### src/rtl/keypad_timer_ctrl_pkg.sv
// rtl/keypad_timer_ctrl_pkg.sv - shared types and helpers for the keypad/tick controller
package keypad_timer_ctrl_pkg;

  localparam int BCD_W     = 4;
  localparam int KEY_COUNT = 10;

  typedef enum logic [1:0] {
    ST_IDLE    = 2'd0,
    ST_PRESS   = 2'd1,
    ST_HELD    = 2'd2,
    ST_RELEASE = 2'd3
  } deb_state_e;

  function automatic logic key_is_single(input logic [KEY_COUNT-1:0] keys);
    return $onehot(keys);
  endfunction

  // Only meaningful when key_is_single() holds for the same vector.
  function automatic logic [BCD_W-1:0] onehot_to_bcd(input logic [KEY_COUNT-1:0] keys);
    logic [BCD_W-1:0] code;
    code = '0;
    for (int i = 0; i < KEY_COUNT; i++) begin
      if (keys[i]) code = code | BCD_W'(i);
    end
    return code;
  endfunction

endpackage

### src/rtl/keypad_timer_ctrl_debouncer.sv
// rtl/keypad_timer_ctrl_debouncer.sv - press/release debounce FSM with one-hot key encoder
module key_debouncer
  import keypad_timer_ctrl_pkg::*;
#(
  parameter int DEBOUNCE_CYCLES = 16
) (
  input  logic                 clk,
  input  logic                 rst,
  input  logic [KEY_COUNT-1:0] keyboard,
  output logic                 accept,
  output logic [BCD_W-1:0]     code,
  output logic                 key_valid
);

  localparam int            CW       = $clog2(DEBOUNCE_CYCLES + 1);
  localparam logic [CW-1:0] CNT_LAST = CW'(DEBOUNCE_CYCLES);
  localparam logic [CW-1:0] CNT_ONE  = CW'(1);

  deb_state_e       state_q, state_d;
  logic [CW-1:0]    cnt_q, cnt_d, cnt_inc;
  logic [BCD_W-1:0] code_q, code_d, key_code;
  logic             accept_q, accept_d;
  logic             key_single, key_none;

  assign key_single = key_is_single(keyboard);
  assign key_none   = (keyboard == '0);
  assign key_code   = onehot_to_bcd(keyboard);
  assign cnt_inc    = cnt_q + CNT_ONE;

  always_comb begin
    state_d  = state_q;
    cnt_d    = cnt_q;
    code_d   = code_q;
    accept_d = 1'b0;
    case (state_q)
      ST_IDLE: begin
        if (key_single) begin
          code_d = key_code;
          cnt_d  = CNT_ONE;
          if (CNT_ONE == CNT_LAST) begin
            state_d  = ST_HELD;
            accept_d = 1'b1;
          end else begin
            state_d = ST_PRESS;
          end
        end
      end
      ST_PRESS: begin
        if (key_single && key_code == code_q) begin
          cnt_d = cnt_inc;
          if (cnt_inc == CNT_LAST) begin
            state_d  = ST_HELD;
            accept_d = 1'b1;
          end
        end else begin
          state_d = ST_IDLE;
          cnt_d   = '0;
        end
      end
      ST_HELD: begin
        if (!key_single) begin
          cnt_d   = CNT_ONE;
          state_d = (CNT_ONE == CNT_LAST) ? ST_IDLE : ST_RELEASE;
        end
      end
      ST_RELEASE: begin
        // A fresh valid code during release is treated as the same press, never a new entry.
        if (key_single) begin
          state_d = ST_HELD;
          cnt_d   = '0;
        end else if (key_none) begin
          cnt_d = cnt_inc;
          if (cnt_inc == CNT_LAST) begin
            state_d = ST_IDLE;
            cnt_d   = '0;
          end
        end else begin
          cnt_d = '0;
        end
      end
    endcase
  end

  always_ff @(posedge clk) begin
    if (rst) begin
      state_q  <= ST_IDLE;
      cnt_q    <= '0;
      code_q   <= '0;
      accept_q <= 1'b0;
    end else begin
      state_q  <= state_d;
      cnt_q    <= cnt_d;
      code_q   <= code_d;
      accept_q <= accept_d;
    end
  end

  assign accept    = accept_q;
  assign code      = code_q;
  assign key_valid = (state_q == ST_HELD);

endmodule

### src/rtl/keypad_timer_ctrl.sv
// rtl/keypad_timer_ctrl.sv - keypad BCD entry register, load strobe and run tick divider
module keypad_timer_ctrl
  import keypad_timer_ctrl_pkg::*;
#(
  parameter int CLK_FREQ_HZ     = 50_000_000,
  parameter int TICK_HZ         = 1,
  parameter int NUM_DIGITS      = 4,
  parameter int DEBOUNCE_CYCLES = 16
) (
  input  logic                          clk,
  input  logic                          rst,
  input  logic [KEY_COUNT-1:0]          keyboard,
  input  logic                          clear_key,
  input  logic                          enablen,
  output logic [BCD_W*NUM_DIGITS-1:0]   d,
  output logic                          loadn,
  output logic                          pgt_1Hz,
  output logic                          key_valid
);

  localparam int            DW        = BCD_W * NUM_DIGITS;
  localparam int            DIV       = CLK_FREQ_HZ / TICK_HZ;
  localparam int            TW        = $clog2(DIV);
  localparam logic [TW-1:0] TICK_LAST = TW'(DIV - 1);

  logic             accept;
  logic [BCD_W-1:0] code;
  logic             clr_eff;
  logic [DW-1:0]    d_q, d_d;
  logic             loadn_q, loadn_d;
  logic             clr_prev_q, clr_prev_d;
  logic [TW-1:0]    tick_cnt_q, tick_cnt_d;
  logic             tick_q, tick_d;

  key_debouncer #(
    .DEBOUNCE_CYCLES(DEBOUNCE_CYCLES)
  ) u_debouncer (
    .clk      (clk),
    .rst      (rst),
    .keyboard (keyboard),
    .accept   (accept),
    .code     (code),
    .key_valid(key_valid)
  );

  assign clr_eff = clear_key & enablen;

  // Clear beats a same-cycle accept; a held clear strobes loadn only on its first cycle.
  always_comb begin
    d_d        = d_q;
    loadn_d    = 1'b1;
    clr_prev_d = clr_eff;
    if (clr_eff) begin
      d_d     = '0;
      loadn_d = clr_prev_q;
    end else if (accept && enablen) begin
      d_d     = (d_q << BCD_W) | DW'(code);
      loadn_d = 1'b0;
    end
  end

  always_comb begin
    tick_cnt_d = '0;
    tick_d     = 1'b0;
    if (!enablen) begin
      tick_d     = (tick_cnt_q == TICK_LAST);
      tick_cnt_d = tick_d ? '0 : tick_cnt_q + TW'(1);
    end
  end

  always_ff @(posedge clk) begin
    if (rst) begin
      d_q        <= '0;
      loadn_q    <= 1'b1;
      clr_prev_q <= 1'b0;
      tick_cnt_q <= '0;
      tick_q     <= 1'b0;
    end else begin
      d_q        <= d_d;
      loadn_q    <= loadn_d;
      clr_prev_q <= clr_prev_d;
      tick_cnt_q <= tick_cnt_d;
      tick_q     <= tick_d;
    end
  end

  assign d       = d_q;
  assign loadn   = loadn_q;
  assign pgt_1Hz = tick_q;

endmodule

### config.mk
export PLATFORM = sky130hd
export DESIGN_NAME = keypad_timer_ctrl
export DESIGN_NICKNAME = d
export VERILOG_FILES = /design/src/rtl/keypad_timer_ctrl_pkg.sv /design/src/rtl/keypad_timer_ctrl_debouncer.sv /design/src/rtl/keypad_timer_ctrl.sv
export SDC_FILE = /design/constraint.sdc
export NUM_CORES = 1
export LEC_CHECK = 0
export CAP_MARGIN = 20
export CORE_MARGIN = 2
export CORE_UTILIZATION = 59
export DETAILED_ROUTE_END_ITERATION = 10
export PLACE_DENSITY = 0.93
export SYNTH_ARGS = -nofsm -noshare
export SYNTH_HDL_FRONTEND = slang
export SYNTH_SLANG_ARGS = --single-unit
### constraint.sdc
create_clock -name clk -period 14.15 [get_ports clk]
set_clock_uncertainty 0.1 [all_clocks]
set_input_delay 2.83 -clock clk [delete_from_list [all_inputs] [get_ports clk]]
set_output_delay 2.83 -clock clk [all_outputs]
set_load 0.02 [all_outputs]
==> results.yml, run 1 <==
run_status:
  outcome: "finished clean"
clock_tree:
  clkTransAtPathRegs_ns: 0.06
  cts_hold_buf: 0
  postCtsSetupBuffers: 0
  clk_latency_ns: 0.33
  cts_max_path_buffers: 2
  tritoncts: "built"
  numCtsBuffers: 9
  clock-sinks: 57
  ctsResizeCount: 0
  cts-root-buf: "clkbuf_8"
  h-tree-depth: 3
global_route:
  grt-ovfl-total: 0
  grt_pass1_wl_um: 9342
  track_usage: 0.2253
  grt_max_degree: 26
  grt_pass1_vias: 2242
  grt_antenna_before_repair: 0
synth:
  yosysTopAreaCell: "dfxtp_1"
  synth_area_um2: 2843
  synth_fp_nets: 372
  synth_area_leaders: "dfxtp_1 (40%), ha_1 (6.6%), nand2_1 (6.5%)"
  synthFlopType: "dfxtp_1"
  yosysSeqAreaShare: 0.4014
  synth_edf_count: 0
  yosysUniqueCellTypes: 46
  syn-mean-instance-area_um2: 8.435
  synth-async-reset-ratio: 0
  synth_top_area_share: 0.4014
  yosysWarningCount: 0
  netlist_instances: 337
  synth_seq_cells: 57
detailed_routing:
  finalWirelength_um: 5705
  initialDrtViolationCount: 117
  ant_nets: 0
  vias: 2361
  first_pass_iters: 6
  detail_route.vias_per_cell: 5.555
  drc: 0
  wl_per_cell_um: 13.42
sta:
  worst_pin_slew_ns: 1.023
  fin_crit_sh: 0.5091
  setup_violations: 0
  maxSlewViolCount: 0
  relSlewSlack: 0.3115
  tns_ns: 0
  rsz0062_at_grt: "false"
  hold_violations: 0
  fmax_mhz: 138.8
  finalCriticalPeriod_ns: 7.203
setup_path:
  critPathMostFrequentCell: "fa_1"
  critPathCaptureType: "flip-flop"
  arrival_ns: 7.33
  slowest_delay_ns: 0.66
  crit_type: "primary input to flip-flop"
  required_ns: 14.28
  crit_slowest_cell: "nor3_1"
  startpoint_type: "primary input"
  crit_family: "adder cells"
  crit_path_max_fanout: 8
  crit_buf_inv: 3
  crit_chain: "clkdlybuf4s50_1 -> inv_1 -> ha_1 -> inv_1 -> fa_1 -> fa_1 -> fa_1 -> fa_1 -> or3b_1 -> o22ai_1 -> nand3_1 -> nor3_1 -> nor2_1 -> a211oi_1"
floorplanning:
  initial_core_util: 0.6059
  rows: 25
  io_pins: 33
  die_width_um: 73.42
  fp.dieH_um: 73.42
  coreArea_um2: 4692
  die-area_um2: 5390
cells_and_area:
  layout_commonest_cell: "dfxtp_1"
  drive_gt1_frac: 0.05930
  area_growth_pct: 19.45
  antenna_cells: 0
  nNetsFinal: 402
  num-fill-cells: 338
  layout_common_cells: "dfxtp_1 (57), nand2_1 (49), nor2_1 (46)"
  instances_no_fill: 425
min_path:
  hold_path_class: "flip-flop to flip-flop"
placement:
  place_congestion: 0.8176
  place_inst: 410
  place_hpwl_um: 4125
  io_buffers: 32
pwr:
  peakVddDrop_mv: 0.07817
  pwr_density_cell_nw_per_um2: 117.9
  leakage_uw: 0.001254
flow_run:
  maxCapViolCount: 0
## layout make-up
class                      count  area, um2  share of cell area
clock buffer                  13      178.9             0.05269
clock inverter                 2      35.03             0.01032
inverter                      24      90.09             0.02653
multi-input combinational    243       1563              0.4602
sequential                    57       1141              0.3360
tap                           54      67.56             0.01990
timing repair buffer          32      320.3             0.09433
## cell usage after synthesis (2+ instances only)
| library cell | count |
|---|---|
| nand4_1 | 5 |
| nand3b_1 | 3 |
| and2_1 | 2 |
| xor2_1 | 17 |
| nor4_1 | 3 |
| and3_1 | 5 |
| xnor2_1 | 10 |
| o211ai_1 | 3 |
| inv_1 | 24 |
| dfxtp_1 | 57 |
| a211oi_1 | 3 |
| and4_1 | 2 |
| nor2b_1 | 4 |
| ha_1 | 15 |
| nand2b_1 | 2 |
| clkbuf_1 | 12 |
| a311oi_1 | 3 |
| fa_1 | 6 |
| o22ai_1 | 2 |
| nand2_1 | 49 |
| nand3_1 | 16 |
| nor3_1 | 5 |
| nor2_1 | 46 |
| a21oi_1 | 21 |
## metrics by stage
step | setup WS [ns] | hold slack (ns) | cell area, um2 | power, uW | utilization
floorplan | 7.506 | 0.3175 | 2843 | 226.6 | -
global placement | 6.822 | 0.3281 | 3182 | 239.0 | 0.6781
detailed placement | 6.577 | 0.3387 | 3182 | 244.3 | 0.6781
CTS | 6.933 | 0.3505 | 3396 | 402.6 | 0.7237
global route | 6.627 | 0.3823 | 3396 | 420.8 | 0.7237
finish | 6.947 | 0.3467 | 3396 | 400.3 | 0.7237
## flip-flops by register name (all words and copies together) (netlist names)
name                 count
u_debouncer.code         4
tick_cnt_q              26
clr_prev_q               1
u_debouncer.accept       1
u_debouncer.cnt_q        5
loadn                    1
pgt_1Hz                  1
u_debouncer.state_q      2
d                       16
## where the power goes
| group | internal, uW | total (uW) | switching, uW |
|---|---|---|---|
| clock network | 99.2 | 159 | 60.1 |
| registers | 168 | 178 | 10.3 |
| logic | 27.5 | 63.1 | 35.6 |
| total | 294 | 400 | 106 |
## final timing paths
check                           slack [ns]                  end          start  cells past startpoint
worst max-delay path                  6.95  u_debouncer.code[3]    keyboard[1]                     14
worst min-delay path                  0.35        tick_cnt_q[0]  tick_cnt_q[0]                      1
worst max register to register       11.85       tick_cnt_q[20]  tick_cnt_q[7]                      6
worst min register to register        0.35        tick_cnt_q[0]  tick_cnt_q[0]                      1
## layer usage
metal / GRT usage / part of all wire / wire length, um / vias to the layer above
met5: 0 / 0 / 0 / -
met4: 0.07677 / 0.019 / 106 / 0
met3: 0.07270 / 0.035 / 201 / 13
met2: 0.4074 / 0.53 / 3002 / 50
met1: 0.2468 / 0.42 / 2394 / 1112
li1: - / - / - / 1186
## logic make-up after synthesis
family | synth area share
XOR/XNOR | 0.08318
buffers and inverters | 0.04885
AO/OA/AOI/OAI | 0.09947
adder cells (fa/ha/maj) | 0.1083
flip-flops | 0.4014
AND/OR/NAND/NOR | 0.2513
multiplexers | 0.007482
Note: power is estimated with default switching activity, not from simulation.
==> run 2: changes to the inputs <==
Settings changed: CORE_UTILIZATION 59 to 56, PLACE_DENSITY 0.93 to 0.9.
Clock period 14.15 ns to 6.8 ns, I/O delays scaled along.
==> results.yml, run 2 (synthesis gave the netlist of run 1 again) <==
pwr:
  comb_power_share: 0.166
  p_sw_frac: 0.2872
  peakVddDrop_mv: 0.1134
  net-switching-power_uw: 230.1
  leakage_uw: 0.001233
  p_clk_frac: 0.372
  p_seq_frac: 0.462
  pwr_density_cell_nw_per_um2: 236.8
  total_power_uw: 800.9
  power.internal_uw: 570.9
min_path:
  hold_path_class: "flip-flop to flip-flop"
  holdPathStages: 2
  min_to: "d[14]"
  hp-start: "d[14]"
sta:
  relSlewSlack: 0.3368
  timing.final.ws_setup_ns: 1.023
  fin_crit_sh: 0.8495
  finalCriticalPeriod_ns: 5.777
  tns_ns: 0
  hold_violations: 0
  worst_pin_slew_ns: 0.9858
  setup_violations: 0
  holdWs_ns: 0.3652
  maxSlewViolCount: 0
  fmax_mhz: 173.1
  rsz0062_at_grt: "false"
clock_tree:
  tritoncts: "built"
  h-tree-depth: 3
  clock-sinks: 57
  numCtsBuffers: 9
  clkTransAtPathRegs_ns: 0.07
  cts-root-buf: "clkbuf_8"
  cts_hold_buf: 0
  cts_max_path_buffers: 2
  postCtsSetupBuffers: 0
  clk_latency_ns: 0.33
  ctsResizeCount: 0
setup_path:
  r2r-end: "tick_cnt_q[22]"
  crit_type: "primary input to flip-flop"
  r2r-start: "tick_cnt_q[7]"
  critPathCaptureType: "flip-flop"
  ff2ff_path_depth: 6
  crit_path_max_fanout: 8
  r2r_setup_slack_ns: 4.54
  required_ns: 6.94
  arrival_ns: 5.91
  startpoint_type: "primary input"
floorplanning:
  rows: 25
  die_width_um: 75.25
  io_pins: 33
  initial_core_util: 0.5901
  die-area_um2: 5663
  coreArea_um2: 4817
  fp.dieH_um: 75.25
cells_and_area:
  area_growth_pct: 18.97
  top_register: "tick_cnt_q"
  largest_reg_flops: 26
  antenna_cells: 0
  nNetsFinal: 402
  layout_common_cells: "dfxtp_1 (57), nand2_1 (49), nor2_1 (46)"
  drive_gt1_frac: 0.05930
  layout_commonest_cell: "dfxtp_1"
placement:
  io_buffers: 32
  pre_cts_ws_ns: 0.6704
  place_hpwl_um: 4131
  place_congestion: 0.7715
flow_run:
  maxCapViolCount: 0
global_route:
  grt_pass1_vias: 2147
  grt_busiest_layer: "met2"
  grt_antenna_before_repair: 0
  grt-ovfl-total: 0
  track_usage: 0.2146
  grt_max_degree: 26
  grt_pass1_wl_um: 9266
  grt_util_met2: 0.3752
  use_met1: 0.2444
  use_met3: 0.06158
detailed_routing:
  detail_route.vias_per_cell: 5.418
  finalWirelength_um: 5678
  drc: 0
  ant_nets: 0
  wl_per_cell_um: 12.96
  vias: 2373
  initialDrtViolationCount: 106
  first_pass_iters: 6
run_status:
  outcome: "finished clean"
-- run 2: changes by cell type in the layout (fill, tap and decap cells not counted), sizes merged --
cell      change
clkinv        +2
clkbuf        -4
clkinvlp      +2
-- run 2: power groups by stage --
stage	Clock, uW	Sequential, uW	Combinational (uW)
final	298	370	133
after detailed placement	0	376	135
after floorplan	0	366	106
after CTS	300	369	135
after global routing	315	372	152
after global placement	0	375	123
-- run 2: stage by stage --
| step | util | std cells | area, um2 |
|---|---|---|---|
| 4_1_cts | 0.7021 | 438 | 3382 |
| 6_report | 0.7021 | 438 | 3382 |
| 5_1_grt | 0.7021 | 438 | 3382 |
| 3_5_place_dp | 0.6639 | 423 | 3198 |
| 2_1_floorplan | - | 337 | 2843 |
| 3_3_place_gp | 0.6639 | 423 | 3198 |
-- run 2: layout make-up --
class,instances,area [um2]
Inverter,24,90.09
Sequential cell,57,1141
Multi-Input combinational cell,243,1563
Clock inverter,6,60.06
Tap cell,67,83.83
Clock buffer,9,123.9
Fill cell,392,1435
Timing Repair Buffer,32,320.3
-- run 2: metal layers --
layer / wire length [um] / part of all wire / vias up
met5: 0 / 0 / -
met4: 99 / 0.017 / 0
met3: 212 / 0.037 / 13
met2: 3005 / 0.53 / 57
met1: 2360 / 0.42 / 1122
li1: - / - / 1181
-- run 2: worst max-delay path by stage --
stage	endpoint	cells past startpoint	slack [ns]	start
global route	u_debouncer.code[2]	14	0.69	keyboard[1]
detailed placement	u_debouncer.code[2]	14	0.67	keyboard[1]
floorplan	u_debouncer.code[1]	13	1.63	keyboard[0]
global placement	u_debouncer.code[2]	14	0.94	keyboard[1]
CTS	u_debouncer.code[2]	14	1.04	keyboard[1]
finish	u_debouncer.code[2]	14	1.02	keyboard[1]
-- run 2: critical path: stages --
cell	delay, ns
clkdlybuf4s50_1	0.51
inv_1	0.06
ha_1	0.27
inv_1	0.05
fa_1	0.57
fa_1	0.46
fa_1	0.45
fa_1	0.40
or3b_1	0.36
o22ai_1	0.17
nand3_1	0.24
nor3_1	0.63
nor2_1	0.13
a311oi_1	0.25
==> run 3: changes to the inputs <==
Clock period 6.8 ns to 5.91 ns, I/O delays scaled along.
==> results.yml, run 3 (synthesis gave the netlist of run 1 again) <==
run_status:
  outcome: "finished clean"
detailed_routing:
  initialDrtViolationCount: 100
  wl_per_cell_um: 12.93
  ant_nets: 0
  first_pass_iters: 4
  vias: 2362
  detail_route.vias_per_cell: 5.368
  drc: 0
  finalWirelength_um: 5690
pwr:
  p_clk_frac: 0.383
  leakage_uw: 0.001243
  p_seq_frac: 0.450
  peakVddDrop_mv: 0.1813
  power.internal_uw: 674.6
  pwr_density_cell_nw_per_um2: 275.5
  p_sw_frac: 0.2802
  comb_power_share: 0.167
  net-switching-power_uw: 262.6
  total_power_uw: 937.3
sta:
  relSlewSlack: 0.3569
  hold_violations: 0
  maxSlewViolCount: 0
  worst_pin_slew_ns: 0.9558
  holdWs_ns: 0.3451
  fmax_mhz: 187.2
  tns_ns: 0
  timing.final.ws_setup_ns: 0.5674
  finalCriticalPeriod_ns: 5.343
  rsz0062_at_grt: "false"
  fin_crit_sh: 0.9040
  setup_violations: 0
placement:
  pre_cts_ws_ns: 0.2237
  io_buffers: 32
  place_hpwl_um: 4204
  place_inst: 424
  place_congestion: 0.7781
floorplanning:
  coreArea_um2: 4817
  initial_core_util: 0.5901
  die_width_um: 75.25
  io_pins: 33
  die-area_um2: 5663
  rows: 25
  fp.dieH_um: 75.25
clock_tree:
  tritoncts: "built"
  ctsResizeCount: 0
  postCtsSetupBuffers: 0
  clkTransAtPathRegs_ns: 0.07
  clk_latency_ns: 0.33
  h-tree-depth: 3
  cts-root-buf: "clkbuf_8"
  numCtsBuffers: 9
  cts_max_path_buffers: 2
  clock-sinks: 57
  cts_hold_buf: 0
setup_path:
  crit_path_max_fanout: 8
  required_ns: 6.00
  crit_type: "primary input to flip-flop"
  critPathCaptureType: "flip-flop"
  arrival_ns: 5.43
  startpoint_type: "primary input"
global_route:
  grt_antenna_before_repair: 0
  grt_max_degree: 26
  grt-ovfl-total: 0
  track_usage: 0.2300
  grt_pass1_wl_um: 9694
  grt_pass1_vias: 2226
cells_and_area:
  area_growth_pct: 19.67
  drive_gt1_frac: 0.06166
  instances_no_fill: 440
  top_register: "tick_cnt_q"
  nNetsFinal: 403
  largest_reg_flops: 26
  layout_common_cells: "dfxtp_1 (57), nand2_1 (49), nor2_1 (46)"
  num-fill-cells: 393
  antenna_cells: 0
  layout_commonest_cell: "dfxtp_1"
  seq_area_um2: 1141
  multiInputGateArea_um2: 1563
flow_run:
  maxCapViolCount: 0
min_path:
  hold_path_class: "flip-flop to flip-flop"
## run 3: metrics by stage
step                  util  cell area, um2
floorplan                -            2843
global placement    0.6655            3206
detailed placement  0.6655            3206
CTS                 0.7062            3402
global route        0.7062            3402
finish              0.7062            3402
## run 3: layer usage
metal / vias up / share of wire / track usage
li1: 1186 / - / -
met1: 1120 / 0.41 / 0.2579
met2: 52 / 0.55 / 0.4035
met3: 4 / 0.036 / 0.07497
met4: 0 / 0.010 / 0.09162
met5: - / 0 / 0
## run 3: final timing paths
kind                      start                    to  slack [ns]  depth (start not counted)
setup reg to reg  tick_cnt_q[7]        tick_cnt_q[20]        3.60                          6
hold reg to reg      clr_prev_q                 loadn        0.35                          2
hold / removal       clr_prev_q                 loadn        0.35                          2
setup / recovery    keyboard[1]  u_debouncer.cnt_q[2]        0.57                         14
## run 3: worst max-delay path, cell delays in order
cell	delay, ns
clkdlybuf4s50_1	0.51
inv_1	0.06
ha_1	0.26
inv_1	0.05
fa_1	0.55
fa_1	0.44
fa_1	0.44
fa_1	0.39
or3b_1	0.36
o22ai_1	0.16
nand3_1	0.24
mux2_2	0.42
a211oi_1	0.27
nor4_1	0.08
## run 3: power by group through the flow
stage / combinational (uW) / clock [uW] / sequential [uW]
after global routing: 175 / 384 / 425
after detailed placement: 155 / 0 / 430
after floorplan: 121 / 0 / 421
final: 156 / 359 / 422
after global placement: 146 / 0 / 430
after CTS: 156 / 364 / 422
## run 3: layout make-up
| class | instances | share of cell area |
|---|---|---|
| multi-input cells | 243 | 0.4594 |
| flip-flops and latches | 57 | 0.3354 |
| repair buffers | 33 | 0.09636 |
| clock buffers | 11 | 0.04156 |
| inverters | 24 | 0.02648 |
| well taps | 67 | 0.02464 |
| clock inverters | 5 | 0.01618 |
